[config.mk]
export PLATFORM = sky130hd
export DESIGN_NAME = pb_key_fifo_bridge_flat
export DESIGN_NICKNAME = d
export VERILOG_FILES = /design/src/rtl/pb_key_fifo_bridge_if.sv /design/src/rtl/pb_key_fifo_bridge.sv /design/src/flat_wrapper.sv
export SDC_FILE = /design/constraint.sdc
export NUM_CORES = 1
export LEC_CHECK = 0
export CORE_ASPECT_RATIO = 1.4
export CORE_MARGIN = 10
export CORE_UTILIZATION = 56
export DETAILED_ROUTE_END_ITERATION = 10
export HOLD_SLACK_MARGIN = 0.05
export PLACE_DENSITY_LB_ADDON = 0.08
export SYNTH_ARGS = -nofsm -noshare
export SYNTH_HDL_FRONTEND = slang
export SYNTH_SLANG_ARGS = --single-unit
export TNS_END_PERCENT = 20
[constraint.sdc]
create_clock -name clk -period 4.25 [get_ports clk]
set_input_delay 0.85 -clock clk [delete_from_list [all_inputs] [get_ports clk]]
set_output_delay 0.85 -clock clk [all_outputs]
set_load 0.01 [all_outputs]
[src/rtl/pb_key_fifo_bridge_if.sv]
// Producer/consumer kcpsm6 port bundle for the key FIFO bridge; slave = bridge, master = cores/board.
// Latency: wires only. Backpressure: none (status byte reports full/empty; KEY_WATERMARK_EN adds interrupt pair).
interface pb_key_fifo_bridge_if #(
    parameter int DATA_W  = 8,
    parameter int DEPTH   = 16,
    parameter int NUM_EXT = 4
);
    localparam int CNT_W = $clog2(DEPTH) + 1;

    logic [7:0]                  prod_port_id;
    logic [DATA_W-1:0]           prod_out_port;
    logic                        prod_write_strobe;
    logic [DATA_W-1:0]           prod_in_port;
    logic [7:0]                  cons_port_id;
    logic                        cons_read_strobe;
    logic [DATA_W-1:0]           cons_in_port;
    logic [NUM_EXT*DATA_W-1:0]   ext_in;
    logic [CNT_W-1:0]            fifo_count;
`ifdef KEY_WATERMARK_EN
    logic                        prod_interrupt;
    logic                        prod_interrupt_ack;

    modport master (
        output prod_port_id, prod_out_port, prod_write_strobe,
        output cons_port_id, cons_read_strobe, ext_in, prod_interrupt_ack,
        input  prod_in_port, cons_in_port, fifo_count, prod_interrupt
    );
    modport slave (
        input  prod_port_id, prod_out_port, prod_write_strobe,
        input  cons_port_id, cons_read_strobe, ext_in, prod_interrupt_ack,
        output prod_in_port, cons_in_port, fifo_count, prod_interrupt
    );
`else
    modport master (
        output prod_port_id, prod_out_port, prod_write_strobe,
        output cons_port_id, cons_read_strobe, ext_in,
        input  prod_in_port, cons_in_port, fifo_count
    );
    modport slave (
        input  prod_port_id, prod_out_port, prod_write_strobe,
        input  cons_port_id, cons_read_strobe, ext_in,
        output prod_in_port, cons_in_port, fifo_count
    );
`endif
endinterface

[src/rtl/pb_key_fifo_bridge.sv]
// Key-byte FIFO between two kcpsm6 cores plus the consumer's registered in_port mux (FIFO head/status/ext).
// Latency: 1 cycle port_id -> cons_in_port/prod_in_port; FIFO head is fall-through. Optional KEY_WATERMARK_EN.
// Backpressure: none; push when full drops + sets sticky overflow, pop when empty returns 0 + sets underflow.
module pb_key_fifo_bridge #(
    parameter int         DATA_W      = 8,
    parameter int         DEPTH       = 16,
    parameter int         NUM_EXT     = 4,
    parameter logic [7:0] KEY_WR_PORT = 8'h01,
    parameter logic [7:0] CTRL_PORT   = 8'h02,
    parameter logic [7:0] KEY_RD_PORT = 8'h10,
    parameter logic [7:0] STAT_PORT   = 8'h11,
    parameter logic [7:0] EXT_BASE    = 8'h20
`ifdef KEY_WATERMARK_EN
    ,
    parameter int         LOW_WM      = 4
`endif
) (
    input logic                 clk,
    input logic                 reset,
    pb_key_fifo_bridge_if.slave bus
);
    localparam int AW = $clog2(DEPTH);
    localparam int CW = AW + 1;

    logic [DATA_W-1:0] mem [DEPTH];
    logic [AW-1:0]     wr_ptr, rd_ptr;
    logic [CW-1:0]     count;
    logic              overflow, underflow;
    logic              full, empty;
    logic              push_req, pop_req, ctrl_wr, flush, push_ok, pop_ok;
    logic              ovf_set, unf_set, ovf_clr, unf_clr;
    logic [3:0]        cnt_sat;
    logic [7:0]        status;
    logic [DATA_W-1:0] status_dat, cons_mux;

    assign full     = (count == CW'(DEPTH));
    assign empty    = (count == '0);
    assign push_req = bus.prod_write_strobe && (bus.prod_port_id == KEY_WR_PORT);
    assign ctrl_wr  = bus.prod_write_strobe && (bus.prod_port_id == CTRL_PORT);
    assign flush    = ctrl_wr && bus.prod_out_port[7];
    assign pop_req  = bus.cons_read_strobe && (bus.cons_port_id == KEY_RD_PORT);

    // A pop frees the slot a full-FIFO push needs; flush overrides both sides.
    assign pop_ok   = pop_req && !empty && !flush;
    assign push_ok  = push_req && !flush && (!full || pop_ok);
    assign ovf_set  = push_req && !flush && !push_ok;
    assign unf_set  = pop_req && !flush && empty;
    assign ovf_clr  = ctrl_wr && bus.prod_out_port[0];
    assign unf_clr  = ctrl_wr && bus.prod_out_port[1];

    always_comb begin
        cnt_sat = (32'(count) > 15) ? 4'hF : 4'(count);
    end

    assign status         = {full, empty, overflow, underflow, cnt_sat};
    assign status_dat     = DATA_W'(status);
    assign bus.fifo_count = count;

    always_comb begin
        cons_mux = '0;
        if (bus.cons_port_id == KEY_RD_PORT) begin
            cons_mux = empty ? '0 : mem[rd_ptr];
        end else if (bus.cons_port_id == STAT_PORT) begin
            cons_mux = status_dat;
        end else begin
            for (int i = 0; i < NUM_EXT; i++) begin
                if (bus.cons_port_id == 8'(int'(EXT_BASE) + i)) begin
                    cons_mux = bus.ext_in[i*DATA_W +: DATA_W];
                end
            end
        end
    end

    always_ff @(posedge clk) begin
        if (push_ok) begin
            mem[wr_ptr] <= bus.prod_out_port;
        end
    end

    always_ff @(posedge clk) begin
        if (reset) begin
            wr_ptr           <= '0;
            rd_ptr           <= '0;
            count            <= '0;
            overflow         <= 1'b0;
            underflow        <= 1'b0;
            bus.prod_in_port <= DATA_W'(8'h40);
            bus.cons_in_port <= '0;
        end else begin
            if (flush) begin
                wr_ptr <= '0;
                rd_ptr <= '0;
                count  <= '0;
            end else begin
                if (push_ok) wr_ptr <= wr_ptr + AW'(1);
                if (pop_ok)  rd_ptr <= rd_ptr + AW'(1);
                if (push_ok && !pop_ok)      count <= count + CW'(1);
                else if (!push_ok && pop_ok) count <= count - CW'(1);
            end
            // Set beats a same-cycle clear so no event is ever lost.
            overflow         <= ovf_set || (overflow && !ovf_clr);
            underflow        <= unf_set || (underflow && !unf_clr);
            bus.prod_in_port <= status_dat;
            bus.cons_in_port <= cons_mux;
        end
    end

`ifdef KEY_WATERMARK_EN
    typedef enum logic [1:0] {WM_DISARMED, WM_ARMED, WM_FIRED} wm_state_t;
    wm_state_t wm_state, wm_next;

    always_ff @(posedge clk) begin
        if (reset) wm_state <= WM_DISARMED;
        else       wm_state <= wm_next;
    end

    // Starts disarmed: the empty FIFO after reset must not raise a refill request.
    always_comb begin
        wm_next = wm_state;
        case (wm_state)
            WM_DISARMED: if (32'(count) >= LOW_WM) wm_next = WM_ARMED;
            WM_ARMED:    if (32'(count) <  LOW_WM) wm_next = WM_FIRED;
            WM_FIRED:    if (bus.prod_interrupt_ack) wm_next = WM_DISARMED;
            default:     wm_next = WM_DISARMED;
        endcase
    end

    always_comb begin
        bus.prod_interrupt = (wm_state == WM_FIRED);
    end
`endif
endmodule
[src/flat_wrapper.sv]
// flat-port wrapper written by rule: the top's interface ports become plain ports
module pb_key_fifo_bridge_flat 
#(
    parameter int         DATA_W      = 8,
    parameter int         DEPTH       = 16,
    parameter int         NUM_EXT     = 4,
    parameter logic [7:0] KEY_WR_PORT = 8'h01,
    parameter logic [7:0] CTRL_PORT   = 8'h02,
    parameter logic [7:0] KEY_RD_PORT = 8'h10,
    parameter logic [7:0] STAT_PORT   = 8'h11,
    parameter logic [7:0] EXT_BASE    = 8'h20

)
  (clk, reset, bus_prod_port_id, bus_prod_out_port, bus_prod_write_strobe, bus_cons_port_id, bus_cons_read_strobe, bus_ext_in, bus_prod_in_port, bus_cons_in_port, bus_fifo_count);
  pb_key_fifo_bridge_if #(.DATA_W(DATA_W), .DEPTH(DEPTH), .NUM_EXT(NUM_EXT)) bus_i ();
  input logic clk;
  input logic reset;
  input wire logic [$bits(bus_i.prod_port_id)-1:0] bus_prod_port_id;
  input wire logic [$bits(bus_i.prod_out_port)-1:0] bus_prod_out_port;
  input wire logic [$bits(bus_i.prod_write_strobe)-1:0] bus_prod_write_strobe;
  input wire logic [$bits(bus_i.cons_port_id)-1:0] bus_cons_port_id;
  input wire logic [$bits(bus_i.cons_read_strobe)-1:0] bus_cons_read_strobe;
  input wire logic [$bits(bus_i.ext_in)-1:0] bus_ext_in;
  output wire logic [$bits(bus_i.prod_in_port)-1:0] bus_prod_in_port;
  output wire logic [$bits(bus_i.cons_in_port)-1:0] bus_cons_in_port;
  output wire logic [$bits(bus_i.fifo_count)-1:0] bus_fifo_count;
  assign bus_i.prod_port_id = bus_prod_port_id;
  assign bus_i.prod_out_port = bus_prod_out_port;
  assign bus_i.prod_write_strobe = bus_prod_write_strobe;
  assign bus_i.cons_port_id = bus_cons_port_id;
  assign bus_i.cons_read_strobe = bus_cons_read_strobe;
  assign bus_i.ext_in = bus_ext_in;
  assign bus_prod_in_port = bus_i.prod_in_port;
  assign bus_cons_in_port = bus_i.cons_in_port;
  assign bus_fifo_count = bus_i.fifo_count;
  pb_key_fifo_bridge #(.DATA_W(DATA_W), .DEPTH(DEPTH), .NUM_EXT(NUM_EXT), .KEY_WR_PORT(KEY_WR_PORT), .CTRL_PORT(CTRL_PORT), .KEY_RD_PORT(KEY_RD_PORT), .STAT_PORT(STAT_PORT), .EXT_BASE(EXT_BASE)) u_core (.clk(clk), .reset(reset), .bus(bus_i));
endmodule
==> flow_summary_export.csv <==
group,metric,value,unit
logic_synthesis,synth.area.top_cells,"edfxtp_1 (56%), mux4_2 (10%), dfxtp_1 (10%)",
power,ir_drop,265,uV
setup_path,critPathRequiredTime,4600,ps
route,drtIter0Drc,267,
route,drc,0,
clock_tree,cts_root_buf,"clkbuf_16",
layout,nNetsFinal,609,
clock_tree,cts_buffers,17,
sta,fin_tns_setup,0,ps
die,die_width,114,microns
layout,fillers,792,
setup_path,path_max_fanout,4,
job,max_cap_viol_count,0,
sta,grt_setup_unrepaired,"no",
sta,timing.fmax,0.264,GHz
outcome,status,"completed",
logic_synthesis,yosys_warnings,0,
global_route,antenna_found_initial,0,
global_route,grt_pass1_wl,25.3,mm
logic_synthesis,ys_top_cells_by_count,"edfxtp_1 (128), dfxtp_1 (35), mux4_2 (32), nor2_1 (30), nand2_1 (28)",
route,finalWirelength,16.4,mm
die,die_y,151,microns
power,power.internal,0.00280,W
setup_path,critPathArrivalTime,4140,ps
power,seqPwrFrac,49.6,%
placement,dp_hpwl,11.5,mm
power,cellPowerDensity,407,nW/um^2
layout,syn2layout_area_growth,23.4,%
logic_synthesis,ys_ff_latch,163,
power,power_switching,0.000668,W
placement,globalplace.congestion,0.942,
logic_synthesis,synth-edff-count,128,
setup_path,worst_setup_path_end_kind,"register",
clock_tree,cts.repair.resized,0,
route,first_pass_iters,6,
sta,post-route-period-util,89.2,%
die,design.die.area,17200,sq um
placement,numPortBuffers,80,
global_route,grt_pass1_vias,4657,
logic_synthesis,yosysUniqueCellTypes,52,
sta,tightest_slew,1040,ps
sta,max-slew-margin-rel,30.9,%
clock_tree,clockBufferDepth,2,
route,via_count,4318,
sta,hold_violations,0,
power,total_power,0.00346,W
die,initial_core_util,57.8,%
clock_tree,clk_latency,420,ps
sta,slew_violations,0,
clock_tree,cts_sinks,163,
logic_synthesis,syn-num-nets,524,
layout,drive_above_1_share,15.6,%
die,io_pins,81,
global_route,grt_max_degree,24,
logic_synthesis,synthArstFlopShare,0,%
power,p_sw_share,19.3,%
global_route,grt-ovfl-total,0,
logic_synthesis,synth_top_area_share,55.8,%
route,wl_per_cell,23.5,microns
sta,post-route-min-period,3790,ps
power,leakagePower,2.82,nW
route,ant_nets,0,
sta,setup_viol,0,
global_route,track_usage,19.6,%
worst_hold_path,worstHoldPathType,"register to register",
logic_synthesis,synth.cell_area,6890,sq um
logic_synthesis,yosysMostFrequentCell,"edfxtp_1",
power,combPwrFrac,3.4,%
logic_synthesis,ys_seq_area_share,65.9,%
sta,fin_worst_skew,8.84,ps
clock_tree,postCtsSetupRepairBufs,0,
logic_synthesis,synth_top_cell_by_area,"edfxtp_1",
power,pwr-share-clk,47.0,%
die,rows,47,
clock_tree,htree_levels,4,
clock_tree,cts_tree,"yes",
logic_synthesis,synth-main-ff-cell,"edfxtp_1",
setup_path,crit_path_start_kind,"primary input",
clock_tree,holdBufCountCts,0,
die,core,11900,sq um
logic_synthesis,synthCells,454,
setup_path,worstSetupPathType,"primary input to register",
clock_tree,clk_pin_slew,60,ps
route,vias_per_cell,6.18,
layout,diodes,0,
logic_synthesis,avgSynthCellArea,15.2,sq um
==> power groups by stage <==
stage / Sequential (W) / Clock [W] / Combinational (W)
after floorplan: 0.00175 / 0 / 0.0000334
after global placement: 0.00175 / 0 / 0.000115
after detailed placement: 0.00175 / 0 / 0.000119
after CTS: 0.00172 / 0.00164 / 0.000120
after global routing: 0.00172 / 0.00171 / 0.000128
final: 0.00172 / 0.00163 / 0.000119
==> sequential cells by signal, summed over array words and instances (netlist names), named ones only <==
| register | count |
|---|---|
| u_core.bus.fifo_count | 5 |
| u_core.underflow | 1 |
| u_core.overflow | 1 |
| u_core.rd_ptr | 4 |
| u_core.wr_ptr | 4 |
| u_core.bus.cons_in_port | 8 |
| u_core.mem | 128 |
| u_core.bus.prod_in_port | 8 |
==> final cells by class <==
class	instances	area, sq um	share of cell area (%)
Clock buffer	24	537	6.31
Multi-Input combinational cell	258	2220	26.1
Timing Repair Buffer	92	891	10.5
Clock inverter	8	106	1.25
Inverter	7	26.3	0.309
Sequential cell	163	4550	53.4
Tap cell	147	184	2.16
==> critical path, cell delays in order <==
cell and delay, ps:
clkdlybuf4s50_1 430, or4_4 570, nor3b_4 330, and2_1 240, nand2_1 80, ha_1 250, inv_1 120, ha_1 260
nor2b_1 160, o21a_1 170, or3_1 300, a21oi_1 180, mux2i_1 190
==> logic make-up (layout without fill, tap and decap cells) <==
kind of cell | after synthesis | after routing | synth area share [%]
xor+xnor | 4 | 4 | 0.508
compound gates | 75 | 75 | 7.42
fa+ha+maj | 10 | 10 | 1.92
simple gates | 120 | 120 | 9.27
buf+inv | 33 | 131 | 1.91
flops | 163 | 163 | 65.9
mux | 49 | 49 | 13.0
==> per-stage QoR <==
step	util, %	setup slack [ps]	cells	cell area, sq um	hold WS (ps)
finish	71.3	461	699	8510	495
detailed placement	65.9	11.0	667	7870	496
global placement	65.9	124	667	7870	485
floorplan	-	533	454	6890	460
CTS	71.3	455	699	8510	501
global route	71.3	312	699	8510	509
==> per-layer routing <==
layer	vias to the layer above	global-route usage (%)	wire length, microns
li1	1954	-	-
met3	41	6.25	1090
met4	0	8.29	458
met1	2163	21.4	6010
met5	-	0	0
met2	160	34.4	8870
==> cells in the final DEF (no fill, tap or decap), types with 9 or more instances in the layout <==
cell             Yosys  final
nor2_1              30     30
o21ai_0             12     12
edfxtp_1           128    128
ha_1                 9      9
buf_4                0     12
mux2i_1             10     10
dfxtp_1             35     34
and3_1              11     11
mux4_2              32     32
nand2_1             28     28
a2bb2oi_1           12     12
nor2b_1             10     10
clkdlybuf4s50_1      0     80
a21oi_1             21     21
clkbuf_16            0     21
==> final timing paths <==
check / to / slack (ps) / cells after the start / startpoint
setup / recovery: u_core.bus.fifo_count[4]$_SDFFE_PP0P_ / 460 / 13 / bus_cons_port_id[3]
hold / removal: u_core.bus.prod_in_port[5]$_SDFF_PP0_ / 490 / 1 / u_core.overflow$_SDFF_PP0_
setup reg to reg: u_core.bus.fifo_count[4]$_SDFFE_PP0P_ / 1280 / 12 / u_core.bus.fifo_count[1]$_SDFFE_PP0P_
hold reg to reg: u_core.bus.prod_in_port[5]$_SDFF_PP0_ / 490 / 1 / u_core.overflow$_SDFF_PP0_
Note: power is estimated with default switching activity, not from simulation.
